### config.mk
export PLATFORM = sky130hd
export DESIGN_NAME = inst_fetch_unit
export DESIGN_NICKNAME = d
export VERILOG_FILES = /design/src/rtl/ifu_pkg.sv /design/src/rtl/fetch_timeout_ctr.sv /design/src/rtl/inst_fetch_unit.sv
export SDC_FILE = /design/constraint.sdc
export NUM_CORES = 1
export LEC_CHECK = 0
export CAP_MARGIN = 25
export CORE_MARGIN = 2
export CORE_UTILIZATION = 66
export CTS_BUF_LIST = sky130_fd_sc_hd__clkbuf_8
export DETAILED_ROUTE_END_ITERATION = 8
export DONT_BUFFER_PORTS = 1
export PLACE_DENSITY = 0.82
export SLEW_MARGIN = 0
export SYNTH_ARGS = -nofsm -noshare
export SYNTH_HDL_FRONTEND = slang
export SYNTH_SLANG_ARGS = --single-unit
### constraint.sdc
create_clock -name clk -period 4.4 [get_ports clk]
set_input_delay 0.88 -clock clk [delete_from_list [all_inputs] [get_ports clk]]
set_output_delay 0.88 -clock clk [all_outputs]
set_load 0.05 [all_outputs]
### src/rtl/ifu_pkg.sv
// Shared definitions for the instruction fetch unit.
// Latency: n/a (types and constants only).
// Backpressure: n/a.
package ifu_pkg;

  localparam int unsigned INST_W = 32;

  localparam logic [31:0] RESET_PC_DEFAULT = 32'h8000_0000;

  // Canonical RISC-V NOP (addi x0, x0, 0), for stages that need a bubble.
  localparam logic [INST_W-1:0] NOP = 32'h0000_0013;

  // Word presented to decode alongside a fetch fault.
  localparam logic [INST_W-1:0] FAULT_INST = '0;

  typedef enum logic [1:0] {
    S_IDLE = 2'd0,
    S_REQ  = 2'd1,
    S_WAIT = 2'd2,
    S_HOLD = 2'd3
  } ifu_state_t;

  // Instruction fetches must be word aligned.
  function automatic logic is_aligned(input logic [1:0] lsb);
    return lsb == 2'b00;
  endfunction

endpackage

### src/rtl/fetch_timeout_ctr.sv
// Counts cycles spent waiting for an instruction-memory response.
// Latency: expired is combinational, asserted in the cycle the count reaches TIMEOUT.
// Backpressure: none; clear wins over enable, count saturates at TIMEOUT.
module fetch_timeout_ctr #(
  parameter int unsigned TIMEOUT = 255
) (
  input  logic clk,
  input  logic rst,
  input  logic clear,
  input  logic enable,
  output logic expired
);

  localparam int unsigned CW = $clog2(TIMEOUT + 1);
  localparam logic [CW-1:0] LIMIT = CW'(TIMEOUT);

  logic [CW-1:0] cnt;

  // Saturating wait counter, restarted whenever a new wait begins.
  always_ff @(posedge clk or posedge rst) begin
    if (rst) begin
      cnt <= '0;
    end else if (clear) begin
      cnt <= '0;
    end else if (enable && (cnt != LIMIT)) begin
      cnt <= cnt + CW'(1);
    end
  end

  // The increment in this cycle brings the count to TIMEOUT, so the
  // TIMEOUT-th enabled cycle is the last one spent waiting.
  assign expired = enable && (cnt >= (LIMIT - CW'(1)));

endmodule

### src/rtl/inst_fetch_unit.sv
// Instruction fetch: owns the PC, reads imem, hands the word to decode; flags misalignment/error/timeout.
// Latency: aligned fetch with zero-wait memory presents inst 3 cycles after fetch_en; misaligned after 1.
// Backpressure: holds request until imem_req_ready and the instruction until inst_ready; no fetch queueing.
module inst_fetch_unit
  import ifu_pkg::*;
#(
  parameter int unsigned       ADDR_W   = 32,
  parameter logic [ADDR_W-1:0] RESET_PC = ADDR_W'(RESET_PC_DEFAULT),
  parameter int unsigned       TIMEOUT  = 255
) (
  input  logic              clk,
  input  logic              rst,
  input  logic              fetch_en,
  input  logic              pc_we,
  input  logic [ADDR_W-1:0] dnpc,
  output logic              imem_req_valid,
  input  logic              imem_req_ready,
  output logic [ADDR_W-1:0] imem_req_addr,
  input  logic              imem_rsp_valid,
  output logic              imem_rsp_ready,
  input  logic [INST_W-1:0] imem_rsp_data,
  input  logic              imem_rsp_err,
  output logic              inst_valid,
  input  logic              inst_ready,
  output logic [INST_W-1:0] inst,
  output logic [ADDR_W-1:0] inst_pc,
  output logic              inst_fault
);

  ifu_state_t        state;
  logic [ADDR_W-1:0] pc;
  logic [ADDR_W-1:0] pc_next;
  logic [ADDR_W-1:0] fetch_addr;
  logic              dec_hs;
  logic              launch;
  logic              ctr_expired;

  assign dec_hs = inst_valid & inst_ready;

  // The request address is the PC captured at launch, so it cannot move
  // while the request waits for imem_req_ready.
  assign imem_req_addr = inst_pc;

  // Next PC: a redirect beats the sequential advance on a decode handshake.
  always_comb begin
    pc_next = pc;
    if (pc_we) begin
      pc_next = dnpc;
    end else if (dec_hs) begin
      pc_next = pc + ADDR_W'(4);
    end
  end

  // A back-to-back launch from HOLD must use the PC as updated by the
  // handshake happening in the same cycle; from IDLE the current PC is used.
  always_comb begin
    fetch_addr = pc;
    launch     = 1'b0;
    if (state == S_IDLE) begin
      launch = fetch_en;
    end else if (state == S_HOLD) begin
      fetch_addr = pc_next;
      launch     = fetch_en & inst_ready;
    end
  end

  // PC register.
  always_ff @(posedge clk or posedge rst) begin
    if (rst) begin
      pc <= RESET_PC;
    end else begin
      pc <= pc_next;
    end
  end

  fetch_timeout_ctr #(
    .TIMEOUT (TIMEOUT)
  ) u_timeout (
    .clk     (clk),
    .rst     (rst),
    .clear   (imem_req_valid & imem_req_ready),
    .enable  (state == S_WAIT),
    .expired (ctr_expired)
  );

  // Fetch FSM with registered handshake and instruction outputs.
  always_ff @(posedge clk or posedge rst) begin
    if (rst) begin
      state          <= S_IDLE;
      imem_req_valid <= 1'b0;
      imem_rsp_ready <= 1'b0;
      inst_valid     <= 1'b0;
      inst           <= '0;
      inst_pc        <= '0;
      inst_fault     <= 1'b0;
    end else begin
      case (state)
        S_IDLE, S_HOLD: begin
          if (launch) begin
            inst_pc <= fetch_addr;
            if (is_aligned(fetch_addr[1:0])) begin
              state          <= S_REQ;
              imem_req_valid <= 1'b1;
              inst_valid     <= 1'b0;
              inst_fault     <= 1'b0;
            end else begin
              // Misaligned: fault straight to decode, memory never sees it.
              state      <= S_HOLD;
              inst_valid <= 1'b1;
              inst       <= FAULT_INST;
              inst_fault <= 1'b1;
            end
          end else if ((state == S_HOLD) && inst_ready) begin
            state      <= S_IDLE;
            inst_valid <= 1'b0;
          end
        end
        S_REQ: begin
          if (imem_req_ready) begin
            state          <= S_WAIT;
            imem_req_valid <= 1'b0;
            imem_rsp_ready <= 1'b1;
          end
        end
        S_WAIT: begin
          // A response arriving in the timeout cycle still wins.
          if (imem_rsp_valid) begin
            state          <= S_HOLD;
            imem_rsp_ready <= 1'b0;
            inst_valid     <= 1'b1;
            inst           <= imem_rsp_err ? FAULT_INST : imem_rsp_data;
            inst_fault     <= imem_rsp_err;
          end else if (ctr_expired) begin
            state          <= S_HOLD;
            imem_rsp_ready <= 1'b0;
            inst_valid     <= 1'b1;
            inst           <= FAULT_INST;
            inst_fault     <= 1'b1;
          end
        end
        default: begin
          state <= S_IDLE;
        end
      endcase
    end
  end

endmodule

==> out/metrics.yaml, run 1 <==
status: "finished, final reports clean"
ant_nets: 0
dr.pass1.iters: 5
grt_max_degree: 60
vias_per_cell: 6.297
power_frac_clock: 0.124
synth-async-reset-ratio: 1.000
grt_first_pass_wirelength_um: 23200
end_kind: "flip-flop"
powerDensity_nw_per_um2: 815.6
crit_slowest_cell: "dfrtp_1"
synth_area_per_cell_sq_um: 8.969
ctsResizeCount: 0
overflow: 0
antenna-diode-count: 0
fp.dieW_um: 101.6
drc_errors: 0
drive_gt1_frac: 0.07396
area_delta_synth_final_pct: 0.8557
gp_congestion: 0.8484
die_h_um: 101.6
pin_count: 172
wirelength_um: 14540
final_hold_viol_count: 0
ys.warnings.count: 0
p_leak_nw: 2.657
clkSinkCount: 110
combPwrFrac: 0.267
post_cts_buffers: 0
vdd_ir_drop_max_v: 0.0005691
hp-class: "in -> async"
setup_viol_count_final: 0
hold_buffers: 0
num_rows: 35
clkLatencyLatePin_ns: 0.39
seq_area_frac_synth: 0.4380
pre_cts_ws_ns: 1.872
num_vias: 4899
final.setup.tns_ns: 0
antenna_found_initial: 0
synth_flop_cell: "dfrtp_1"
synth-edff-count: 0
nNetsFinal: 723
slowest_delay_ns: 0.78
core_area_sq_um: 9240
avgRoutedWirePerCell_um: 18.69
drv_slew: 0
place_area_sq_um: 6132
synthesis.nets: 780
worstSetupStartpointType: "flip-flop"
clock.fmax_ghz: 0.3789
track_usage: 0.2875
die_area_sq_um: 10320
syn_inst: 701
layout_setup_ws_ns: 1.761
worstPathMaxFanout: 7
synthTopCellsByArea: "dfrtp_1 43%, mux2i_1 6.8%, nand2_1 6.0%"
final_area_sq_um: 6341
clkTransAtPathRegs_ns: 0.11
whs_ns: 0.3640
cp.required_ns: 4.68
switchingPower_mw: 3.029
crit_chain: "nand4_1 > nor3_1 > nand4_1 > xnor2_1 > mux2_2"
synth.top_cell.area_share: 0.4338
initial_core_util: 0.6804
synth.most_common_cell: "dfrtp_1"
yosysUniqueCellTypes: 58
crit_buf_inv: 0
cts_made_buffers: 9
tightest_slew_ns: 1.079
ys_ff_latch: 110
io_buffers: 0
cts_tree: "done"
rsz0062_at_grt: "no"
grt_pass1_vias: 4864
fin_crit_ns: 2.639
crit_top_cell: "nand4_1"
cp.arrival_ns: 2.92
synth_area_sq_um: 6287
synth_common_cells: "109 x dfrtp_1, 100 x nand2_1, 49 x inv_1, 47 x a21oi_1, 43 x mux2i_1"
crit_type: "reg -> reg"
dp.cells: 762
dpl.hpwl_um: 10060
max_slew_margin: 0.2748
seq_power_share: 0.609
cts_htree_levels: 3
fin_crit_sh: 0.5998
clock-root-buffer: "clkbuf_8"
drt_iter0_drc: 290
switching_share: 0.5857
p_int_mw: 2.143
clk_path_buf_depth: 2
finish.cell_count_without_fillers: 778
yosys.area.top_type: "dfrtp_1"
critical-path-top-delay-family: "simple AND/OR/NAND/NOR gates"
finClkSkew_ns: 0.01397
maxCapViolations: 0
worst paths after layout:
path | startpoint | slack, ns | depth (start not counted) | end
max | inst_valid | 1.76 | 5 | pc[29]
min | rst | 0.36 | 1 | pc[23]
max reg2reg | inst_valid | 1.76 | 5 | pc[29]
min reg2reg | u_timeout.cnt[7] | 0.56 | 2 | u_timeout.cnt[7]
max in group asynchronous | rst | 3.13 | 2 | pc[26]
min in group clk | u_timeout.cnt[7] | 0.56 | 2 | u_timeout.cnt[7]
power by group through the flow:
stage          registers (mW)  logic, mW  clock network, mW
3_3_place_gp             3.16       1.31                  0
4_1_cts                  3.15       1.39              0.656
2_1_floorplan            2.58       1.83                  0
3_5_place_dp             3.17       1.39                  0
5_1_grt                  3.21       1.55              0.692
6_report                 3.15       1.38              0.641
cell type report:
| cell class | count | area [sq um] |
|---|---|---|
| clock buffers | 9 | 123.9 |
| well taps | 129 | 161.4 |
| clock inverters | 7 | 85.08 |
| flip-flops and latches | 110 | 2754 |
| repair buffers | 8 | 80.08 |
| inverters | 49 | 186.4 |
| fillers | 730 | 2899 |
| multi-input cells | 466 | 2950 |
cell families after synthesis:
logic type	synth area share
AO/OA/AOI/OAI	0.1379
XOR/XNOR	0.04179
multiplexers	0.08995
AND/OR/NAND/NOR	0.1819
buffers and inverters	0.09652
flip-flops	0.4380
adder cells (fa/ha/maj)	0.01393
state kept, by name, indices dropped and copies added (netlist names):
register / cells
imem_req_addr: 32
inst_fault: 1
pc: 32
inst: 32
inst_valid: 1
imem_req_valid: 1
state: 2
imem_rsp_ready: 1
u_timeout.cnt: 8
cells in the final DEF (no fill, tap or decap), types with 3 or more instances in the layout:
| master | count |
|---|---|
| dfrtp_1 | 109 |
| nand2_1 | 100 |
| inv_1 | 49 |
| a21oi_1 | 46 |
| mux2i_1 | 43 |
| nor2_1 | 42 |
| o21ai_0 | 31 |
| nand4_1 | 22 |
| nand3_1 | 18 |
| xnor2_1 | 17 |
| xor2_1 | 13 |
| mux2_2 | 12 |
| a31oi_1 | 12 |
| o31ai_1 | 9 |
| clkbuf_8 | 9 |
| nand2b_1 | 8 |
| and3_1 | 7 |
| ha_1 | 7 |
| buf_4 | 7 |
| and4_1 | 6 |
| nor3_1 | 6 |
| or3_1 | 5 |
| and2_1 | 4 |
| a21boi_0 | 4 |
| o211ai_1 | 4 |
| a21o_1 | 3 |
| or4_1 | 3 |
| a31o_2 | 3 |
| o21a_1 | 3 |
| clkinv_4 | 3 |
per-stage QoR:
| stage | util | power [mW] |
|---|---|---|
| final | 0.6863 | 5.172 |
| after global routing | 0.6863 | 5.449 |
| after CTS | 0.6863 | 5.193 |
| after detailed placement | 0.6636 | 4.552 |
| after global placement | 0.6607 | 4.473 |
| after floorplan | - | 4.409 |
per-layer routing:
metal | GRT usage | wire, um | vias up
met2 | 0.4894 | 7379 | 241
met3 | 0.08351 | 1314 | 26
met4 | 0.1060 | 266 | 0
li1 | - | - | 2273
met1 | 0.3466 | 5575 | 2359
met5 | 0 | 0 | -
worst reg2reg max path, delay by kind of cell, from the launching register on:
kind / cells / cell delay (ns)
multiplexers: 1 / 0.28
XOR/XNOR: 1 / 0.22
flip-flops: 1 / 0.78
AND/OR/NAND/NOR: 3 / 1.26
No activity file was read; power rests on OpenSTA's default activity.
==> run 2: changes to the inputs <==
==> constraint.sdc (replaced) <==
create_clock -name clk -period 2.6 [get_ports clk]
set_input_delay 0.52 -clock clk [delete_from_list [all_inputs] [get_ports clk]]
set_output_delay 0.52 -clock clk [all_outputs]
set_load 0.05 [all_outputs]
==> run 2 against run 1 <==
  * Maximum frequency up 13%
  * Register-to-register slack worse by 1.5 ns
  * Die area unchanged
==> out/metrics.yaml, run 2 (synthesis gave the netlist of run 1 again) <==
powerDensity_nw_per_um2: 1374  # +68%
die_area_sq_um: 10320  # unchanged
vias_per_cell: 6.194  # -1.6%
crit_chain: "nand4_4 > or4_1 > or4_1 > a21oi_1 > o21ai_1"
pin_count: 172  # unchanged
grt_first_pass_wirelength_um: 23040  # -0.68%
die_h_um: 101.6  # unchanged
worstSetupStartpointType: "flip-flop"
track_usage: 0.2844  # -0.003044
status: "finished, final reports clean"
crit_top_cell: "or4_1"
ant_nets: 0  # unchanged
multi_input_area_sq_um: 2950  # unchanged
clkTransAtPathRegs_ns: 0.11  # about the same
finalPower_mw: 8.902  # +72%
cp.required_ns: 2.86  # -1.82 ns
core_area_sq_um: 9240  # unchanged
nNetsFinal: 738  # +2.1%
vdd_ir_drop_max_v: 0.001087  # +91%
fin_crit_sh: 0.8944  # +0.2946
fin_crit_ns: 2.325  # -0.3136 ns
hold_buffers: 0  # unchanged
cts_made_buffers: 9  # unchanged
clkLatencyLatePin_ns: 0.38  # about the same
drc_errors: 0  # unchanged
tightest_slew_ns: 0.9351  # -0.1444 ns
post_cts_buffers: 0  # unchanged
final_hold_viol_count: 0  # unchanged
finClkSkew_ns: 0.01419  # +0.0002233 ns
num_rows: 35  # unchanged
clkSinkCount: 110  # unchanged
drt_iter0_drc: 354  # +22%
overflow: 0  # unchanged
end_kind: "flip-flop"
drive_gt1_frac: 0.09502  # +0.02106
final_common_cell: "dfrtp_1"
finish.utilization: 0.7012  # +0.01489
num_vias: 4906  # +0.14%
crit_type: "reg -> reg"
avgRoutedWirePerCell_um: 18.33  # -1.9%
layout_common_cells: "109 x dfrtp_1, 100 x nand2_1, 48 x inv_1"
slowest_delay_ns: 0.72  # -0.06 ns
routed.top_layer: "met4"
dr_wl_met2_um: 7351  # -0.38%
clock.fmax_ghz: 0.4300  # +13%
antenna_found_initial: 0  # unchanged
cts_tree: "done"
maxCapViolations: 0  # unchanged
max_slew_margin: 0.3766  # +0.1018
num-fill-cells: 699  # -4.2%
crit_slowest_cell: "or4_1"
final.setup.tns_ns: 0  # unchanged
ctsResizeCount: 0  # unchanged
fp.dieW_um: 101.6  # unchanged
hp-class: "in -> async"
setup_viol_count_final: 0  # unchanged
seqCellArea_sq_um: 2754  # unchanged
p_leak_nw: 2.732  # +2.8%
dr.pass1.iters: 5  # unchanged
wirelength_um: 14510  # -0.16%
clock-root-buffer: "clkbuf_8"
dpl.hpwl_um: 10390  # +3.3%
rsz0062_at_grt: "no"
wl_met3_um: 1122  # -15%
io_buffers: 0  # unchanged
cts_htree_levels: 3  # unchanged
worstPathMaxFanout: 9  # +2
antenna-diode-count: 0  # unchanged
cp.arrival_ns: 2.59  # -0.33 ns
grt_pass1_vias: 4745  # -2.4%
drv_slew: 0  # unchanged
area_delta_synth_final_pct: 3.045
m1WireLength_um: 5796  # +4.0%
initial_core_util: 0.6804  # unchanged
gp_congestion: 0.9183  # +8.2%
clk_path_buf_depth: 2  # unchanged
grt_max_degree: 60  # unchanged
run 2: cell count changes in the layout (fill, tap and decap cells not counted), moves of 2 or more:
cell	previous run	this run
buf_4	7	19
buf_12	0	4
inv_6	1	3
clkinv_4	3	1
run 2: final cells by class:
class	count	share of cell area
clock inverters	5	0.01004
inverters	49	0.02897
flip-flops and latches	110	0.4251
multi-input cells	466	0.4554
well taps	129	0.02491
clock buffers	10	0.02124
repair buffers	23	0.03438
run 2: per-layer routing:
layer	vias up	global-route usage
met5	-	0
met4	0	0.09667
met3	26	0.08075
met2	210	0.4919
met1	2373	0.3410
li1	2297	-
run 2: stage by stage:
stage / hold slack (ns) / instances / worst slack, ns / instance area, sq um
floorplan: 0.5042 / 701 / 0.4905 / 6291
global placement: 0.5275 / 777 / 0.3665 / 6276
detailed placement: 0.5361 / 777 / 0.3067 / 6276
CTS: 0.1304 / 792 / 0.2879 / 6479
global route: 0.1708 / 792 / 0.1409 / 6479
finish: 0.1168 / 792 / 0.2746 / 6479
run 2: where the power goes:
| part | total, mW | switching (mW) | internal (mW) |
|---|---|---|---|
| clock | 1.08 | 0.598 | 0.480 |
| combinational | 2.74 | 1.68 | 1.07 |
| sequential | 5.08 | 2.85 | 2.23 |
run 2: critical path, delay by kind of cell, from the launching register on:
| family | cells | cell delay (ns) |
|---|---|---|
| compound gates | 2 | 0.23 |
| flops | 1 | 0.54 |
| simple gates | 3 | 1.44 |
run 2: final timing paths:
| kind | start | endpoint | slack [ns] | cells after the start |
|---|---|---|---|---|
| setup / recovery | pc[8] | imem_req_addr[26] | 0.27 | 5 |
| hold / removal | rst | inst[31] | 0.12 | 1 |
| setup reg to reg | pc[8] | imem_req_addr[26] | 0.27 | 5 |
| hold reg to reg | u_timeout.cnt[7] | u_timeout.cnt[7] | 0.55 | 2 |
| max in group asynchronous | rst | pc[31] | 1.76 | 2 |
| min in group clk | imem_rsp_data[26] | inst[26] | 0.26 | 2 |
==> run 3: changes to the inputs <==
--- a/config.mk
+++ b/config.mk
@@ -5,6 +5,7 @@
 export SDC_FILE = /design/constraint.sdc
 export NUM_CORES = 1
 export LEC_CHECK = 0
+export ABC_AREA = 1
 export CAP_MARGIN = 25
 export CORE_MARGIN = 2
 export CORE_UTILIZATION = 66
==> run 3 against run 2 <==
  * Count of clock-buffer cells in the layout shrank 1
  * Sequential power decreased by 7.1%
  * Worst hold slack improved by 0.035 ns
  * First-iteration DRC count shrank 19%
  * Routed wire length is 5.4% lower
  * Highest routed layer unchanged
  * Sequential cell count stayed put
  * Critical path type unchanged
  * Clock power hardly changed
  * Synthesized cell count up 12%
  * Via count rose by 2.2%
  * Final area fell by 7.5%
  * Power shrank 10%
==> out/metrics.yaml, run 3 <==
status: "finished, final reports clean"
num_rows: 34  # -2.9%
setup_viol_count_final: 0  # unchanged
drt_iter0_drc: 285  # -19%
synth_area_sq_um: 5846  # -7.0%
synth.most_common_cell: "nand2_1"
synth.top_cell.area_share: 0.4666  # +0.03278
crit_buf_inv: 3  # +3
ant_nets: 0  # unchanged
reg2reg_slack_ns: 0.36  # +0.08 ns
ctsResizeCount: 0  # unchanged
fin_crit_ns: 2.245  # -0.08039 ns
finish.utilization: 0.6940  # -0.007149
final_common_cell: "nand2_1"
ys.warnings.count: 0  # unchanged
fin_crit_sh: 0.8635  # -0.03092
cp.required_ns: 2.92  # +0.06 ns
vias_per_cell: 5.769  # -6.9%
layout_common_cells: "256 x nand2_1, 109 x dfrtp_1, 72 x inv_1"
synthesis.nets: 867  # +11%
track_usage: 0.2905  # +0.006070
clock.fmax_ghz: 0.4454  # +3.6%
end_kind: "flip-flop"
dpl.hpwl_um: 9679  # -6.8%
initial_core_util: 0.6769  # -0.003528
seq_area_frac_synth: 0.4711  # +0.03309
drive_gt1_frac: 0.05256  # -0.04246
wirelength_um: 13720  # -5.4%
cts_made_buffers: 9  # unchanged
yosysUniqueCellTypes: 30  # -48%
io_buffers: 0  # unchanged
cp.arrival_ns: 2.57  # -0.02 ns
dr.pass1.iters: 5  # unchanged
yosys.area.top_type: "dfrtp_1"
maxCapViolations: 0  # unchanged
synth_flop_cell: "dfrtp_1"
antenna-diode-count: 0  # unchanged
ys_ff_latch: 110  # unchanged
hp-class: "in -> async"
fp.dieW_um: 98.11  # -3.4%
vdd_ir_drop_max_v: 0.0009952  # -8.5%
drv_slew: 0  # unchanged
synth_area_per_cell_sq_um: 7.418  # -17%
cts_htree_levels: 3  # unchanged
finClkSkew_ns: 0.01248  # -0.001708 ns
worstPathMaxFanout: 39  # +30
clkSinkCount: 110  # unchanged
die_area_sq_um: 9626  # -6.8%
slowest_delay_ns: 0.40  # -0.32 ns
grt_max_degree: 40  # -33%
drc_errors: 0  # unchanged
pre_cts_ws_ns: 0.2677  # -0.03894 ns
p_leak_nw: 2.881  # +5.4%
ff2ff_path_depth: 10  # +5
layout_setup_ws_ns: 0.3550  # +0.08039 ns
tightest_slew_ns: 0.9482  # +0.01312 ns
clk_path_buf_depth: 2  # unchanged
pin_count: 172  # unchanged
antenna_found_initial: 0  # unchanged
overflow: 0  # unchanged
nNetsFinal: 835  # +13%
die_h_um: 98.11  # -3.4%
clkLatencyLatePin_ns: 0.39  # about the same
clock-root-buffer: "clkbuf_8"
area_delta_synth_final_pct: 2.526
grt_pass1_vias: 4965  # +4.6%
synth-async-reset-ratio: 1.000  # unchanged
clkTransAtPathRegs_ns: 0.12  # about the same
max_slew_margin: 0.3679  # -0.008745
crit_slowest_cell: "dfrtp_1"
syn_inst: 788  # +12%
crit_chain: "inv_1 > ha_1 > nor2_1 > inv_2 > o21ai_1 > nand2_1 > o21ai_4 > buf_12 > nand2_1 > o21ai_1"
path_depth: 10  # +5
final.setup.tns_ns: 0  # unchanged
final_hold_viol_count: 0  # unchanged
avgRoutedWirePerCell_um: 15.79  # -14%
powerDensity_nw_per_um2: 1332  # -3.1%
synth_common_cells: "257 x nand2_1, 109 x dfrtp_1, 73 x inv_1, 65 x o21ai_0, 57 x nand3_1"
critical-path-top-delay-family: "compound AO/OA/AOI/OAI gates"
cts_tree: "done"
gp_congestion: 0.9540  # +3.9%
synth-edff-count: 0  # unchanged
grt_first_pass_wirelength_um: 22690  # -1.5%
worstSetupStartpointType: "flip-flop"
rsz0062_at_grt: "no"
num_vias: 5013  # +2.2%
core_area_sq_um: 8636  # -6.5%
synthTopCellsByArea: "dfrtp_1 47%, nand2_1 17%, o21ai_0 5.6%"
crit_type: "reg -> reg"
## run 3: cell count changes in the layout (fill, tap and decap cells not counted), moves of 17 or more
cell and delta:
o21ai_1 +36, xnor2_1 -17, nand3_1 +39, inv_1 +24, o21ai_0 +34, a21oi_1 -17, mux2i_1 -43, nand2_1 +156
## run 3: metal layers
metal  global-route usage  up-vias  share of wire
li1                     -     2439              -
met1               0.3674     2324           0.41
met2               0.4805      220           0.48
met3              0.07230       30          0.084
met4               0.1207        0          0.027
met5                    0        -              0
## run 3: cell families after synthesis
kind of cell,synth area share
adders and majority gates,0.01498
xor gates and xnor gates,0.004496
DFF,0.4711
and+or+nand+nor,0.2731
buffers and inverters,0.1081
AOI/OAI and AO/OA,0.1282
## run 3: final timing paths
path	startpoint	to
setup / recovery	state[1]	inst[29]
hold / removal	rst	imem_req_addr[29]
setup reg to reg	state[1]	inst[29]
hold reg to reg	u_timeout.cnt[3]	u_timeout.cnt[3]
max in group asynchronous	rst	imem_req_addr[1]
min in group clk	pc_we	pc[0]
## run 3: report_power, final
group          internal, mW  switching [mW]  leakage [nW]
clock                 0.383           0.670         0.101
sequential             2.17            2.55          1.41
combinational         0.662            1.55          1.37
## run 3: timing repair
item / CTS / global route
setup endpoints to repair: 0 / 7
buffers inserted: 0 / 0
hold buffers: 0 / 0
## run 3: final cells by class
class	count	area (sq um)
Fill cell	709	2643
Clock inverter	7	73.82
Inverter	75	285.3
Sequential cell	110	2754
Timing Repair Buffer	15	150.1
Multi-Input combinational cell	545	2471
Clock buffer	9	123.9
Tap cell	108	135.1
## run 3: through the flow
stage | hold slack [ns] | std cells | total power, mW | area, sq um
final | 0.1518 | 869 | 7.982 | 5993
after global routing | 0.1898 | 869 | 8.433 | 5993
after CTS | 0.1658 | 868 | 7.951 | 5984
after detailed placement | 0.5131 | 852 | 6.915 | 5787
after global placement | 0.5028 | 852 | 6.816 | 5787
after floorplan | 0.4906 | 788 | 6.671 | 5849
